$ cat config.mk
export PLATFORM = sky130hd
export DESIGN_NAME = sensor_scheduler_flat
export DESIGN_NICKNAME = d
export VERILOG_FILES = /design/src/rtl/sched_pkg.sv /design/src/rtl/sensor_scheduler_if.sv /design/src/rtl/ms_tick_gen.sv /design/src/rtl/sensor_scheduler.sv /design/src/flat_wrapper.sv
export SDC_FILE = /design/constraint.sdc
export NUM_CORES = 1
export LEC_CHECK = 0
export ABC_AREA = 1
export CORE_MARGIN = 3
export CORE_UTILIZATION = 63
export DETAILED_ROUTE_END_ITERATION = 8
export GPL_TIMING_DRIVEN = 1
export PLACE_DENSITY = 0.86
export SLEW_MARGIN = 10
export SYNTH_ARGS = -nofsm -noshare
export SYNTH_HDL_FRONTEND = slang
export SYNTH_SLANG_ARGS = --single-unit
$ cat constraint.sdc
create_clock -name clk -period 4 [get_ports clk]
set_input_delay 1 -clock clk [delete_from_list [all_inputs] [get_ports clk]]
set_output_delay 1 -clock clk [all_outputs]
set_load 0.01 [all_outputs]
$ cat src/rtl/sched_pkg.sv
// Shared definitions for the sensor scheduler and its neighbours:
// FSM state encoding, in-flight sensor encodings and a saturating increment.
package sched_pkg;

   typedef enum logic [1:0] {
      IDLE     = 2'd0,
      RUN_SR04 = 2'd1,
      RUN_DHT  = 2'd2,
      DONE     = 2'd3
   } state_t;

   localparam logic [1:0] ACT_NONE = 2'b00;
   localparam logic [1:0] ACT_SR04 = 2'b01;
   localparam logic [1:0] ACT_DHT  = 2'b10;

   // 8-bit increment that sticks at 255 instead of wrapping
   function automatic logic [7:0] sat_inc8(input logic [7:0] value);
      if (value == 8'hFF) begin
         return 8'hFF;
      end else begin
         return value + 8'd1;
      end
   endfunction

endpackage

$ cat src/rtl/sensor_scheduler_if.sv
// Control/sensor-side bundle of the sensor scheduler.
// master: top control unit plus sensor tops (requests, done pulses, auto enable).
// slave : the scheduler itself (start pulses, status, error and statistics).
interface sensor_scheduler_if;
   logic       auto_en;
   logic       req_sr04;
   logic       req_dht;
   logic       sr04_done;
   logic       dht_done;
   logic       sr04_start;
   logic       dht_start;
   logic       busy;
   logic [1:0] active;
   logic       timeout_err;
   logic       err_src;
   logic [7:0] sr04_cnt;
   logic [7:0] dht_cnt;

   modport master (
      output auto_en, req_sr04, req_dht, sr04_done, dht_done,
      input  sr04_start, dht_start, busy, active, timeout_err, err_src,
             sr04_cnt, dht_cnt
   );

   modport slave (
      input  auto_en, req_sr04, req_dht, sr04_done, dht_done,
      output sr04_start, dht_start, busy, active, timeout_err, err_src,
             sr04_cnt, dht_cnt
   );
endinterface

$ cat src/rtl/ms_tick_gen.sv
// Millisecond tick generator: one registered 1-cycle pulse every CLKS_PER_MS
// clocks. Shared by all ms-based timing blocks.
module ms_tick_gen #(
   parameter int CLKS_PER_MS = 100_000
) (
   input  logic clk,
   input  logic rst,
   output logic tick
);
   localparam int CW = (CLKS_PER_MS > 1) ? $clog2(CLKS_PER_MS) : 1;
   localparam logic [CW-1:0] LAST = CW'(CLKS_PER_MS - 1);

   logic [CW-1:0] cnt;

   // free-running divider; tick registered so consumers see a clean pulse
   always_ff @(posedge clk or posedge rst) begin
      if (rst) begin
         cnt  <= '0;
         tick <= 1'b0;
      end else begin
         if (cnt == LAST) begin
            cnt <= '0;
         end else begin
            cnt <= cnt + CW'(1);
         end
         tick <= (cnt == LAST);
      end
   end
endmodule

$ cat src/rtl/sensor_scheduler.sv
// Sensor scheduler: merges button/UART requests and periodic auto-triggers for
// the SR04 ranger and DHT11 sensor into one non-overlapping schedule, enforces
// the DHT11 re-trigger guard and per-sensor completion timeouts.
// Optional macro SCHED_STATS_EN enables saturating completed-run counters;
// without it sr04_cnt/dht_cnt are tied to zero.
module sensor_scheduler
   import sched_pkg::*;
#(
   parameter int CLKS_PER_MS     = 100_000,
   parameter int SR04_PERIOD_MS  = 200,
   parameter int DHT_PERIOD_MS   = 2000,
   parameter int DHT_MIN_MS      = 1000,
   parameter int SR04_TIMEOUT_MS = 40,
   parameter int DHT_TIMEOUT_MS  = 30
) (
   input  logic               clk,
   input  logic               rst,
   sensor_scheduler_if.slave  bus
);
   localparam int SPW    = $clog2(SR04_PERIOD_MS + 1);
   localparam int DPW    = $clog2(DHT_PERIOD_MS + 1);
   localparam int GW     = $clog2(DHT_MIN_MS + 1);
   localparam int TO_MAX = (SR04_TIMEOUT_MS > DHT_TIMEOUT_MS) ? SR04_TIMEOUT_MS : DHT_TIMEOUT_MS;
   localparam int TW     = $clog2(TO_MAX + 1);

   state_t          state, next_state;
   logic            ms_tick;
   logic            sr04_pend, dht_pend;
   logic [SPW-1:0]  sr04_per;
   logic [DPW-1:0]  dht_per;
   logic [GW-1:0]   dht_guard;
   logic [TW-1:0]   to_cnt;
   logic            last_dht, served_dht;
   logic            sr04_expire, dht_expire;
   logic            sr04_elig, dht_elig;
   logic            sr04_grant, dht_grant;
   logic            run_done, run_timeout;
   logic            busy, timeout_err, err_src;
   logic [1:0]      active;

   ms_tick_gen #(.CLKS_PER_MS(CLKS_PER_MS)) u_tick (
      .clk  (clk),
      .rst  (rst),
      .tick (ms_tick)
   );

   assign sr04_expire = bus.auto_en && ms_tick && (sr04_per == SPW'(SR04_PERIOD_MS - 1));
   assign dht_expire  = bus.auto_en && ms_tick && (dht_per == DPW'(DHT_PERIOD_MS - 1));
   assign sr04_elig   = sr04_pend;
   assign dht_elig    = dht_pend && (dht_guard == GW'(DHT_MIN_MS));

   // next-state, grant arbitration and run termination
   always_comb begin
      next_state  = state;
      sr04_grant  = 1'b0;
      dht_grant   = 1'b0;
      run_done    = 1'b0;
      run_timeout = 1'b0;
      case (state)
         IDLE: begin
            if (sr04_elig && dht_elig) begin
               // both ready: serve the one that did not run last
               if (last_dht) begin
                  sr04_grant = 1'b1;
               end else begin
                  dht_grant = 1'b1;
               end
            end else if (sr04_elig) begin
               sr04_grant = 1'b1;
            end else if (dht_elig) begin
               dht_grant = 1'b1;
            end else begin
               sr04_grant = 1'b0;
            end
            if (sr04_grant) begin
               next_state = RUN_SR04;
            end else if (dht_grant) begin
               next_state = RUN_DHT;
            end else begin
               next_state = IDLE;
            end
         end
         RUN_SR04: begin
            // done wins over a coincident timeout
            if (bus.sr04_done) begin
               run_done   = 1'b1;
               next_state = DONE;
            end else if (to_cnt >= TW'(SR04_TIMEOUT_MS)) begin
               run_timeout = 1'b1;
               next_state  = DONE;
            end else begin
               next_state = RUN_SR04;
            end
         end
         RUN_DHT: begin
            if (bus.dht_done) begin
               run_done   = 1'b1;
               next_state = DONE;
            end else if (to_cnt >= TW'(DHT_TIMEOUT_MS)) begin
               run_timeout = 1'b1;
               next_state  = DONE;
            end else begin
               next_state = RUN_DHT;
            end
         end
         DONE: begin
            next_state = IDLE;
         end
         default: begin
            next_state = IDLE;
         end
      endcase
   end

   // FSM state register
   always_ff @(posedge clk or posedge rst) begin
      if (rst) begin
         state <= IDLE;
      end else begin
         state <= next_state;
      end
   end

   // registered status: busy/active follow the run states, error pulse on timeout
   always_ff @(posedge clk or posedge rst) begin
      if (rst) begin
         busy        <= 1'b0;
         active      <= ACT_NONE;
         timeout_err <= 1'b0;
         err_src     <= 1'b0;
      end else begin
         busy <= (next_state == RUN_SR04) || (next_state == RUN_DHT);
         case (next_state)
            RUN_SR04: active <= ACT_SR04;
            RUN_DHT:  active <= ACT_DHT;
            default:  active <= ACT_NONE;
         endcase
         timeout_err <= run_timeout;
         if (run_timeout) begin
            err_src <= (state == RUN_DHT);
         end
      end
   end

   // pending flags: requests and expiries merge; a new set wins over the clear
   always_ff @(posedge clk or posedge rst) begin
      if (rst) begin
         sr04_pend <= 1'b0;
         dht_pend  <= 1'b0;
      end else begin
         sr04_pend <= bus.req_sr04 || sr04_expire || (sr04_pend && !sr04_grant);
         dht_pend  <= bus.req_dht || dht_expire || (dht_pend && !dht_grant);
      end
   end

   // auto-trigger period counters, held at zero while auto mode is off
   always_ff @(posedge clk or posedge rst) begin
      if (rst) begin
         sr04_per <= '0;
         dht_per  <= '0;
      end else if (!bus.auto_en) begin
         sr04_per <= '0;
         dht_per  <= '0;
      end else if (ms_tick) begin
         sr04_per <= sr04_expire ? '0 : sr04_per + SPW'(1);
         dht_per  <= dht_expire ? '0 : dht_per + DPW'(1);
      end
   end

   // DHT re-trigger guard: restarts on each DHT start, saturates at the minimum spacing
   always_ff @(posedge clk or posedge rst) begin
      if (rst) begin
         dht_guard <= GW'(DHT_MIN_MS);
      end else if (dht_grant) begin
         dht_guard <= '0;
      end else if (ms_tick && (dht_guard != GW'(DHT_MIN_MS))) begin
         dht_guard <= dht_guard + GW'(1);
      end
   end

   // run timeout counter: zero outside the run states, counts ms while running
   always_ff @(posedge clk or posedge rst) begin
      if (rst) begin
         to_cnt <= '0;
      end else if ((state != RUN_SR04) && (state != RUN_DHT)) begin
         to_cnt <= '0;
      end else if (ms_tick && (to_cnt != TW'(TO_MAX))) begin
         to_cnt <= to_cnt + TW'(1);
      end
   end

   // round-robin memory: remember who was granted, commit it in DONE
   always_ff @(posedge clk or posedge rst) begin
      if (rst) begin
         last_dht   <= 1'b1;
         served_dht <= 1'b0;
      end else begin
         if (sr04_grant) begin
            served_dht <= 1'b0;
         end else if (dht_grant) begin
            served_dht <= 1'b1;
         end
         if (state == DONE) begin
            last_dht <= served_dht;
         end
      end
   end

`ifdef SCHED_STATS_EN
   logic       run_ok;
   logic [7:0] sr04_cnt, dht_cnt;

   // completed-run statistics, counted in DONE only for runs that saw their done
   always_ff @(posedge clk or posedge rst) begin
      if (rst) begin
         run_ok   <= 1'b0;
         sr04_cnt <= 8'd0;
         dht_cnt  <= 8'd0;
      end else begin
         if (run_done || run_timeout) begin
            run_ok <= run_done;
         end
         if ((state == DONE) && run_ok) begin
            if (served_dht) begin
               dht_cnt <= sat_inc8(dht_cnt);
            end else begin
               sr04_cnt <= sat_inc8(sr04_cnt);
            end
         end
      end
   end

   assign bus.sr04_cnt = sr04_cnt;
   assign bus.dht_cnt  = dht_cnt;
`else
   assign bus.sr04_cnt = 8'd0;
   assign bus.dht_cnt  = 8'd0;
`endif

   assign bus.sr04_start  = sr04_grant;
   assign bus.dht_start   = dht_grant;
   assign bus.busy        = busy;
   assign bus.active      = active;
   assign bus.timeout_err = timeout_err;
   assign bus.err_src     = err_src;

endmodule

$ cat src/flat_wrapper.sv
// flat-port wrapper written by rule: the top's interface ports become plain ports
module sensor_scheduler_flat import sched_pkg::*;
#(
   parameter int CLKS_PER_MS     = 100_000,
   parameter int SR04_PERIOD_MS  = 200,
   parameter int DHT_PERIOD_MS   = 2000,
   parameter int DHT_MIN_MS      = 1000,
   parameter int SR04_TIMEOUT_MS = 40,
   parameter int DHT_TIMEOUT_MS  = 30
)
  (clk, rst, bus_auto_en, bus_req_sr04, bus_req_dht, bus_sr04_done, bus_dht_done, bus_sr04_start, bus_dht_start, bus_busy, bus_active, bus_timeout_err, bus_err_src, bus_sr04_cnt, bus_dht_cnt);
  sensor_scheduler_if bus_i ();
  input  logic clk;
  input  logic rst;
  input wire logic [$bits(bus_i.auto_en)-1:0] bus_auto_en;
  input wire logic [$bits(bus_i.req_sr04)-1:0] bus_req_sr04;
  input wire logic [$bits(bus_i.req_dht)-1:0] bus_req_dht;
  input wire logic [$bits(bus_i.sr04_done)-1:0] bus_sr04_done;
  input wire logic [$bits(bus_i.dht_done)-1:0] bus_dht_done;
  output wire logic [$bits(bus_i.sr04_start)-1:0] bus_sr04_start;
  output wire logic [$bits(bus_i.dht_start)-1:0] bus_dht_start;
  output wire logic [$bits(bus_i.busy)-1:0] bus_busy;
  output wire logic [$bits(bus_i.active)-1:0] bus_active;
  output wire logic [$bits(bus_i.timeout_err)-1:0] bus_timeout_err;
  output wire logic [$bits(bus_i.err_src)-1:0] bus_err_src;
  output wire logic [$bits(bus_i.sr04_cnt)-1:0] bus_sr04_cnt;
  output wire logic [$bits(bus_i.dht_cnt)-1:0] bus_dht_cnt;
  assign bus_i.auto_en = bus_auto_en;
  assign bus_i.req_sr04 = bus_req_sr04;
  assign bus_i.req_dht = bus_req_dht;
  assign bus_i.sr04_done = bus_sr04_done;
  assign bus_i.dht_done = bus_dht_done;
  assign bus_sr04_start = bus_i.sr04_start;
  assign bus_dht_start = bus_i.dht_start;
  assign bus_busy = bus_i.busy;
  assign bus_active = bus_i.active;
  assign bus_timeout_err = bus_i.timeout_err;
  assign bus_err_src = bus_i.err_src;
  assign bus_sr04_cnt = bus_i.sr04_cnt;
  assign bus_dht_cnt = bus_i.dht_cnt;
  sensor_scheduler #(.CLKS_PER_MS(CLKS_PER_MS), .SR04_PERIOD_MS(SR04_PERIOD_MS), .DHT_PERIOD_MS(DHT_PERIOD_MS), .DHT_MIN_MS(DHT_MIN_MS), .SR04_TIMEOUT_MS(SR04_TIMEOUT_MS), .DHT_TIMEOUT_MS(DHT_TIMEOUT_MS)) u_core (.clk(clk), .rst(rst), .bus(bus_i));
endmodule
==> results.md <==
* Clock transition at path regs at 0.07 ns
* Number of global-route vias before repair at 2947
* Post-synthesis average cell area at 7.78 sq um
* CTS H-tree lvls at 3
* Gr usage total at 24.3%
* Sequential-to-total area share from yosys stat at 44.0%
* Leakage power at 2.00 nW
* Number of max-cap violations at 0
* Clk pwr share at 38.0%
* Initial Util at 65.6%
* Slew HR at 47.1%
* CTS tree: yes
* CP max-delay cell: clkdlybuf4s50_1
* # DRC at 0
* Ys async rst share at 100%
* Switching power total at 0.472 mW
* Pre-antenna DRT Iters at 5
* Sequential Power Share at 42.9%
* Hold_buf cts at 0
* Final setup vio count at 0
* Hold EP: u_core.u_tick.cnt[0]
* Largest net degree at the start of global routing at 40
* R2R depth at 10
* Via count at 3105
* WHS at 0.472 ns
* Critical R2R Launch: u_core.dht_guard[0]
* Worst Tran Pin Value at 0.792 ns
* R2R Path End: u_core.bus.busy
* PortBufs at 13
* Fmax at 307 MHz
* Share of cells above drive strength 1 at 9.82%
* R2r setup slk at 2.16 ns
* Startpoint Class: flip-flop
* Tightest Hold Check Type: flip-flop to flip-flop
* Switching Share at 28.9%
* Die area at 6760 sq um
* Synth-to-layout area growth at 10.7%
* Clk_skew at 0.0110 ns
* Rows at 27
* Final Cycle Share at 81.4%
* PwrDens at 404 nW/um^2
* Setup TNS at 0 ns
* Initial antenna violation count at 0
* Inserted Diodes at 0
* DRT Wirelength at 7580 um
* Max Slew Vio Count at 0
* Post-synth EDFFs at 0
* Die H at 82.2 um
* Die Wd at 82.2 um
* Crit end category: primary output
* Final nets at 514
* TritonCTS Buffers at 9
* # IOs at 30
* Core Area at 5570 sq um
* First-pass GRT wire length at 12600 um
* DR iter-0 viols at 177
* Clk_lat worst skew at 0.34 ns
* Post-CTS sizing at 0
* Cell Area, Synth at 3660 sq um
* Critical-path maximum fanout at 6
* GRT overflow at 0
* Kind of critical path: flip-flop to primary output
* CTS Root Buffer Type: clkbuf_8
* Clock Tree Buf Depth at 2
* Worst Hold Launch: u_core.u_tick.cnt[0]
* WL/cell at 13.3 um
* Placer Congestion at 0.942
* Combinational power share at 19.1%
* Netlist cell types at 34
* Post-route ant nets at 0
* Tmin final at 3.25 ns
* RSZ-0062 raised after global routing: false
* Vias/cell at 5.44
* VDD IR max at 0.239 mV
* WHS Path Cells at 1
* # Post-CTS Setup Buffers at 0
* Critical-path cell list: inv_1 > ha_1 > nand2_1 > nor2_2 > nand4_1 > nor2_1 > nand2_1 > inv_1 > clkdlybuf4s50_1
* Clk sinks at 64
* Required time worst endpoint at 3.00 ns
* Number of synthesized register bits at 64
* Hpwl dp at 5450 um
* Crit path DAT at 2.25 ns
* Ys flop type: dfrtp_1
* Hold Fails Final Rpt at 0
* Outcome: finished, final reports clean
* P_int at 1.16 mW
* Delay of the slowest critical-path stage at 0.52 ns
* Ys Warns at 0
* Cells after Synth at 470
area by class of cell:
type	instances	area, sq um
Inverter	80	300
Clock buffer	10	138
Clock inverter	6	82.6
Multi-Input combinational cell	323	1680
Fill cell	407	1530
Tap cell	72	90.1
Sequential cell	64	1610
Timing Repair Buffer	16	153
synth_stat cells, types with 6 or more instances:
| master | count | area share [%] |
|---|---|---|
| a21oi_1 | 12 | 1.6 |
| buf_4 | 16 | 3.3 |
| dfrtp_1 | 57 | 39 |
| dfstp_2 | 7 | 5.0 |
| ha_1 | 13 | 4.4 |
| inv_1 | 75 | 7.7 |
| nand2_1 | 94 | 9.6 |
| nand3_1 | 40 | 5.5 |
| nand4_1 | 11 | 1.9 |
| nor2_1 | 46 | 4.7 |
| nor2_2 | 6 | 1.0 |
| nor3_1 | 12 | 1.6 |
| o21ai_0 | 28 | 3.8 |
| xor2_1 | 9 | 2.2 |
layout by cell type (no fill, tap or decap), types with 2 or more instances in the layout:
master and count:
nand4_1 11, dfstp_2 7, o21ai_1 5, nor2_1 46
clkbuf_8 10, nand3b_1 5, nand2_2 3, bufinv_16 2
ha_1 13, buf_4 3, nand3_2 2, nand2_1 94
conb_1 16, nand3_1 40, nor2_2 6, o31ai_1 3
dfrtp_1 57, xnor2_1 3, inv_2 6, clkdlybuf4s50_1 13
clkinv_2 3, o21ai_0 28, nor3_1 12, o22ai_1 5
xor2_1 9, inv_1 74, a21oi_1 12
critical path, delay by kind of cell, from the launching register on:
kind / cells / cell delay (ns)
buf+inv: 3 / 0.71
simple gates: 5 / 0.59
flops: 1 / 0.44
fa+ha+maj: 1 / 0.18
registers in the layout, summed over array words and instances, names as in the netlist:
| name | cells |
|---|---|
| u_core.u_tick.cnt | 17 |
| u_core.dht_per | 11 |
| u_core.dht_guard | 10 |
| u_core.sr04_per | 8 |
| u_core.to_cnt | 6 |
| u_core.bus.active | 2 |
| u_core.state | 2 |
| u_core.bus.busy | 1 |
| u_core.bus.err_src | 1 |
| u_core.bus.timeout_err | 1 |
| u_core.dht_pend | 1 |
| u_core.last_dht | 1 |
| u_core.served_dht | 1 |
| u_core.sr04_elig | 1 |
| u_core.u_tick.tick | 1 |
logic make-up after synthesis:
| kind of cell | synth area share, % |
|---|---|
| and+or+nand+nor | 28.0 |
| buffers and inverters | 11.7 |
| DFF | 44.0 |
| AOI/OAI and AO/OA | 8.83 |
| adders and majority gates | 4.45 |
| xor gates and xnor gates | 2.87 |
| other | 0.103 |
metal layers:
metal / vias to the layer above / global-route usage (%) / wire, um
met5: - / 0 / 0
met4: 0 / 11.3 / 151
met3: 14 / 3.58 / 341
met2: 96 / 43.4 / 3950
met1: 1471 / 28.6 / 3140
li1: 1524 / - / -
worst max path at each step:
stage / start / to / slack, ns / cells past startpoint
floorplan: rst / u_core.bus.active[0] / 1.41 / 1
global placement: u_core.dht_guard[0] / bus_dht_start / 1.20 / 9
detailed placement: u_core.dht_guard[0] / bus_dht_start / 1.11 / 9
CTS: u_core.dht_guard[0] / bus_dht_start / 0.73 / 9
global route: u_core.dht_guard[0] / bus_dht_start / 0.62 / 9
finish: u_core.dht_guard[0] / bus_dht_start / 0.75 / 9
power by group through the flow:
| stage | clock [mW] | sequential, mW | combinational [mW] |
|---|---|---|---|
| 4_1_cts | 0.628 | 0.702 | 0.315 |
| 3_5_place_dp | 0 | 0.714 | 0.311 |
| 5_1_grt | 0.653 | 0.707 | 0.351 |
| 6_report | 0.621 | 0.702 | 0.312 |
| 3_3_place_gp | 0 | 0.711 | 0.297 |
| 2_1_floorplan | 0 | 0.717 | 0.203 |
through the flow:
stage	utilization [%]	instances	setup WS, ns	cell area, sq um	total power [mW]
6_report	72.6	571	0.745	4050	1.64
5_1_grt	72.6	571	0.623	4050	1.71
4_1_cts	72.6	571	0.732	4050	1.65
3_5_place_dp	68.7	555	1.11	3830	1.03
3_3_place_gp	68.7	555	1.20	3830	1.01
2_1_floorplan	-	485	1.41	3710	0.920
(Power assumes the default switching activity.)
